**config.mk**
```make
export PLATFORM = sky130hd
export DESIGN_NAME = rom_stream_reader
export DESIGN_NICKNAME = d
export VERILOG_FILES = /design/src/rtl/rom_stream_reader.sv
export SDC_FILE = /design/constraint.sdc
export NUM_CORES = 1
export LEC_CHECK = 0
export ABC_CLOCK_PERIOD_IN_PS = 1690
export BUFFER_PORTS_ARGS = -buffer_cell sky130_fd_sc_hd__buf_2
export CORE_MARGIN = 10
export CORE_UTILIZATION = 25
export CTS_BUF_LIST = sky130_fd_sc_hd__clkbuf_4
export DETAILED_ROUTE_END_ITERATION = 16
export PLACE_DENSITY = 0.44
export SYNTH_ARGS = -nofsm -noshare
export SYNTH_HDL_FRONTEND = slang
export SYNTH_SLANG_ARGS = --single-unit
```
**constraint.sdc**
```tcl
create_clock -name CLOCK -period 1.69 [get_ports CLOCK]
set_input_delay 0.4225 -clock CLOCK [delete_from_list [all_inputs] [get_ports CLOCK]]
set_output_delay 0.4225 -clock CLOCK [all_outputs]
set_load 0.05 [all_outputs]
```
**src/rtl/rom_stream_reader.sv**
```systemverilog
// Parametrised synchronous-read ROM with a block sequencer that streams
// base..base+length-1 over a valid/ready handshake, optionally looping.
module rom_stream_reader #(
  parameter int                          DATA_WIDTH = 8,
  parameter int                          DEPTH      = 16,
  parameter int                          ADDR_WIDTH = 4,
  parameter string                       INIT_FILE  = "rom_init.hex",
  parameter bit                          LOOP       = 1'b0,
  parameter logic [DEPTH*DATA_WIDTH-1:0] INIT_IMAGE = '0
) (
  input  logic                  CLOCK,
  input  logic                  RESET,
  input  logic                  start,
  input  logic [ADDR_WIDTH-1:0] base_addr,
  input  logic [ADDR_WIDTH:0]   length,
  input  logic                  abort,
  output logic [DATA_WIDTH-1:0] out_data,
  output logic                  out_valid,
  input  logic                  out_ready,
  output logic                  busy,
  output logic                  done
);

  typedef enum logic [1:0] {
    S_IDLE    = 2'd0,
    S_FETCH   = 2'd1,
    S_PRESENT = 2'd2
  } state_t;

  logic [DATA_WIDTH-1:0] r_mem [0:DEPTH-1];

  // INIT_IMAGE supplies the ROM contents word by word; unlisted words are zero
  initial begin
    for (int i = 0; i < DEPTH; i++) begin
      r_mem[i] = INIT_IMAGE[i*DATA_WIDTH +: DATA_WIDTH];
    end
  end

  state_t                r_state;
  logic [ADDR_WIDTH-1:0] r_addr;
  logic [ADDR_WIDTH:0]   r_rem;
  logic [ADDR_WIDTH-1:0] r_base;
  logic [ADDR_WIDTH:0]   r_len;
  logic [DATA_WIDTH-1:0] r_data;
  logic                  r_valid;
  logic                  r_busy;
  logic                  r_done;

  state_t                w_state_nxt;
  logic [ADDR_WIDTH-1:0] w_addr_nxt;
  logic [ADDR_WIDTH:0]   w_rem_nxt;
  logic [ADDR_WIDTH-1:0] w_base_nxt;
  logic [ADDR_WIDTH:0]   w_len_nxt;
  logic                  w_done_nxt;
  logic                  w_load;
  logic [ADDR_WIDTH-1:0] w_base_mod;
  logic [ADDR_WIDTH-1:0] w_addr_inc;

  assign w_base_mod = ADDR_WIDTH'(32'(base_addr) % 32'(DEPTH));
  assign w_addr_inc = (r_addr == ADDR_WIDTH'(DEPTH - 1)) ? '0 : r_addr + ADDR_WIDTH'(1);

  // Next-state and datapath-update decode; abort overrides the state and done decision
  always_comb begin
    w_state_nxt = r_state;
    w_addr_nxt  = r_addr;
    w_rem_nxt   = r_rem;
    w_base_nxt  = r_base;
    w_len_nxt   = r_len;
    w_done_nxt  = 1'b0;
    w_load      = 1'b0;
    case (r_state)
      S_IDLE: begin
        if (start) begin
          if (length != '0) begin
            w_base_nxt  = w_base_mod;
            w_len_nxt   = length;
            w_addr_nxt  = w_base_mod;
            w_rem_nxt   = length;
            w_state_nxt = S_FETCH;
          end else begin
            w_done_nxt = 1'b1;
          end
        end else begin
          w_state_nxt = S_IDLE;
        end
      end
      S_FETCH: begin
        w_load      = 1'b1;
        w_state_nxt = S_PRESENT;
      end
      S_PRESENT: begin
        if (out_ready) begin
          w_rem_nxt  = r_rem - (ADDR_WIDTH+1)'(1);
          w_addr_nxt = w_addr_inc;
          if (r_rem > (ADDR_WIDTH+1)'(1)) begin
            w_state_nxt = S_FETCH;
          end else if (LOOP) begin
            w_done_nxt  = 1'b1;
            w_addr_nxt  = r_base;
            w_rem_nxt   = r_len;
            w_state_nxt = S_FETCH;
          end else begin
            w_done_nxt  = 1'b1;
            w_state_nxt = S_IDLE;
          end
        end else begin
          w_state_nxt = S_PRESENT;
        end
      end
      default: begin
        w_state_nxt = S_IDLE;
      end
    endcase
    // a transfer in the abort cycle still advances addr/remaining
    if (abort) begin
      w_state_nxt = S_IDLE;
      w_done_nxt  = 1'b0;
      w_load      = 1'b0;
    end else begin
      w_done_nxt = w_done_nxt;
    end
  end

  // State, datapath and registered outputs; outputs follow the next state so they align with it
  always_ff @(posedge CLOCK) begin
    if (RESET) begin
      r_state <= S_IDLE;
      r_addr  <= '0;
      r_rem   <= '0;
      r_base  <= '0;
      r_len   <= '0;
      r_data  <= '0;
      r_valid <= 1'b0;
      r_busy  <= 1'b0;
      r_done  <= 1'b0;
    end else begin
      r_state <= w_state_nxt;
      r_addr  <= w_addr_nxt;
      r_rem   <= w_rem_nxt;
      r_base  <= w_base_nxt;
      r_len   <= w_len_nxt;
      if (w_load) begin
        r_data <= r_mem[r_addr];
      end else begin
        r_data <= r_data;
      end
      r_valid <= (w_state_nxt == S_PRESENT);
      r_busy  <= (w_state_nxt != S_IDLE);
      r_done  <= w_done_nxt;
    end
  end

  assign out_data  = r_data;
  assign out_valid = r_valid;
  assign busy      = r_busy;
  assign done      = r_done;

endmodule

```
After elaboration in Yosys (flattened, before gate mapping) --
Cells that the tools add are included.
Word-level totals: word-level logic and storage cells 37, output and inout bits 11, register bits 18, input bits 14
Cells by class: reduce and logical (&&, ||, !) cells 6, muxes and demuxes 17, eq/ne operators 6, add/sub/neg operators 1, order comparisons 1
Operators by type and width (number):
- $mux 5 | 3
- $pmux 5 s2 | 1
- $mux 2 | 4
- $mux 1 | 7
- $ne 2x2->1 const B | 3
- $pmux 2 s3 | 1
- $gt 5x1->1 const B | 1
- $reduce_bool 5->1 | 1
- $sub 5x1->5 const B | 1
- $eq 2x2->1 const B | 2
- $reduce_and 4->1 | 1
- $reduce_bool 2->1 | 2
- $eq 2x1->1 const B | 1
- $logic_not 2->1 | 1
- $pmux 1 s2 | 1
- $reduce_or 2->1 | 1

Logic depth before layout (Yosys ltp) --
word-level depth 6, depth in mapped cells 6, depth with buffers taken out 5

Worst setup path after synthesis --
OpenSTA, ideal clock, no wires.
path type input to register, start point input port length[1], end point register r_busy, in the netlist busy, arrival 1.447 ns, path slack 0.124 ns, required time 1.570 ns, library setup time 0.120 ns, stages 3, path buffers 0, cells stage by stage or4_4 > o21a_1 > o31a_1
Between the ends: word-level cells in the longest chain between the ends 6
Ends and longest elaborated chain:
- start, declared | RTL line 15 | input logic [ADDR_WIDTH:0] length,
- $reduce_bool 5->1 | RTL line 74 | if (length != '0) begin
- $mux 2 | RTL line 74
- $mux 2 | RTL line 73 | if (start) begin
- $pmux 2 s3 | RTL line 71 | case (r_state)
- $mux 2 | RTL line 115 | if (abort) begin
- $reduce_bool 2->1 | RTL line 148 | r_busy <= (w_state_nxt != S_IDLE);
- end signal, assigned | RTL line 148
- end, declared | RTL line 46 | logic r_busy;
No other way between the ends. A chain may end at the register's enable or synchronous reset.

Worst setup path in the final report --
start point input port length[1], end point register r_rem[3]
Between the ends: word-level cells in the longest chain between the ends 3
Ends and longest elaborated chain:
- $reduce_bool 5->1 | RTL line 74
- $ne 2x2->1 (no line)
- $reduce_and 4->1 (no line)
- end signal, assigned | RTL line 139 | r_rem <= w_rem_nxt;
- end, declared | RTL line 41 | logic [ADDR_WIDTH:0] r_rem;
No other way between the ends.

==> flow_summary.json <==
{
  "clock_tree.buffer_depth": 2,
  "clk_latency_ns": 0.27,
  "slew_violations": 0,
  "drive_gt1_frac": 0.267,
  "cp-start-kind": "input port",
  "drtPass1Iterations": 4,
  "ys.flop_type": "dfxtp_1",
  "layout.nets": 107,
  "grt_pass1_wl_mm": 2.66,
  "die_area_um2": 4920,
  "maxCapViolCount": 0,
  "vias": 574,
  "grt_util_all_layers": 0.0650,
  "antenna_found_initial": 0,
  "seq_area_frac_synth": 0.319,
  "synth_area_per_cell_um2": 8.49,
  "core_um2": 2430,
  "fin_util": 0.302,
  "hpwl_mm": 1.27,
  "final_design_area_no_fill_um2": 736,
  "critical_path_arrival_ns": 1.68,
  "overflow": 0,
  "finalCriticalPeriod_ns": 1.48,
  "gp_congestion": 0.764,
  "cellPowerDensity_nw_per_um2": 783,
  "cts_resized": 0,
  "path_delay_family": "compound AO/OA/AOI/OAI gates",
  "synth-async-reset-ratio": 0,
  "grt_pass1_vias": 591,
  "setup_viol": 0,
  "postCtsHoldBufs": 0,
  "clock-skew-final_ns": 0.00799,
  "post-cts-setup-buffers": 0,
  "cp_max_fo": 6,
  "drc": 0,
  "ant_nets": 0,
  "tns_ns": 0,
  "ioPinCount": 25,
  "synth_area_leaders": "dfxtp_1, buf_4, o21a_1, a21oi_1, ha_1",
  "ys.warnings.count": 0,
  "crit_path_cell_trace": "buf_2 -> or4_4 -> o21ai_2 -> o211ai_1 -> a21oi_1",
  "rsz0062_at_grt": "no",
  "die_w_um": 70.1,
  "outcome": "finished, final reports clean",
  "via_per_inst": 4.78,
  "grt_max_degree": 10,
  "hold_viol": 0,
  "syn_inst": 74,
  "wl_per_cell_um": 13.1,
  "clkTransAtPathRegs_ns": 0.08,
  "htreeDepth": 1,
  "yosys.area.top_type": "dfxtp_1",
  "clock.fmax_mhz": 674,
  "synth_top_area_share": 0.319,
  "die_h_um": 70.1,
  "drt-initial-drc-count": 17,
  "cts_tree": "done",
  "critPathKind": "in -> reg",
  "cpMaxStageDelayCell": "or4_4",
  "clockRootBuffer": "clkbuf_4",
  "initial_core_util": 0.258,
  "cts-buffers-inserted": 3,
  "synth_edf_count": 0,
  "clock-sinks": 10,
  "holdCritPathClass": "in -> reg",
  "syn-cell-area_um2": 628,
  "area_growth_pct": 17.1,
  "rows": 18,
  "ir_drop_uv": 460,
  "wl_mm": 1.57,
  "ys_seq_elements": 10,
  "port_buffers": 12,
  "period_share": 0.878,
  "antennaDiodeCount": 0,
  "crit_required_ns": 1.89,
  "critPathCaptureType": "flop",
  "placed_cell_area_um2": 709,
  "critPathMaxStageDelay_ns": 0.56,
  "ys_types": 36,
  "crit_buf_inv": 1,
  "p_leak_nw": 0.303
}
-- power by group --
part	switching, mW	internal [mW]
clock network	0.0899	0.0852
registers	0.0121	0.247
logic	0.0956	0.0457
total	0.198	0.378
-- cells by family (layout without fill, tap and decap cells) --
kind of cell	after synthesis	count (layout)	synth area share
buf+inv	14	23	0.133
fa+ha+maj	2	2	0.0398
flops	10	10	0.319
other cells	1	8	0.00597
compound gates	22	22	0.233
mux	1	1	0.0159
simple gates	24	24	0.253
-- synth_stat cells (2+ instances only) --
master,instances
ha_1,2
a21oi_1,7
buf_4,8
dfxtp_1,10
nor3_1,2
o21ai_0,2
nand3_1,4
nor2_1,4
inv_1,3
o21a_1,5
nand2_1,2
-- sequential cells by signal (all words and copies together) (netlist names) --
name / flops
r_rem: 5
done: 1
r_state: 2
busy: 1
out_valid: 1
-- routing by layer --
layer	global-route usage	wire, µm	part of all wire
met1	0.0705	700	0.45
met2	0.0997	730	0.46
met4	0.0439	21	0.013
met5	0	0	0
met3	0.0282	119	0.076
-- placed cells by master (no fill, tap or decap), drive strengths merged, types with 2 or more instances in the layout --
| cell type | n |
|---|---|
| nor3 | 2 |
| conb | 8 |
| ha | 2 |
| clkbuf | 3 |
| o21ai | 3 |
| nor4 | 2 |
| nand2 | 2 |
| nor3b | 2 |
| nand3 | 4 |
| nor2 | 4 |
| a21oi | 7 |
| inv | 3 |
| dfxtp | 10 |
| buf | 16 |
| o21a | 5 |
-- per-stage QoR --
step | hold WS [ns] | cells | total power, mW | setup slack, ns
6_report | 0.360 | 120 | 0.576 | 0.206
5_1_grt | 0.363 | 120 | 0.606 | 0.128
4_1_cts | 0.353 | 120 | 0.582 | 0.210
3_5_place_dp | 0.491 | 116 | 0.405 | -0.0738
3_3_place_gp | 0.489 | 116 | 0.405 | -0.0751
2_1_floorplan | 0.457 | 81 | 0.378 | 0.124
-- path summary, 6_finish.rpt --
check                                           start               endpoint  slack (ns)  cells after the start
worst max-delay path                        length[1]  r_rem[3]$_SDFFE_PP0P_        0.21                      5
worst min-delay path                            abort        done$_SDFF_PP0_        0.36                      2
worst max register to register  r_rem[1]$_SDFFE_PP0P_  r_state[0]$_SDFF_PP0_        0.28                      5
worst min register to register  r_rem[1]$_SDFFE_PP0P_  r_rem[1]$_SDFFE_PP0P_        0.50                      2
-- final cells by class --
class	count	area [µm²]
fillers	291	1700
multi-input cells	57	370
flip-flops and latches	10	200
repair buffers	16	90.1
well taps	30	37.5
clock buffers	3	22.5
inverters	3	11.3
clock inverters	1	3.75
No activity file was read; power rests on OpenSTA's default activity.
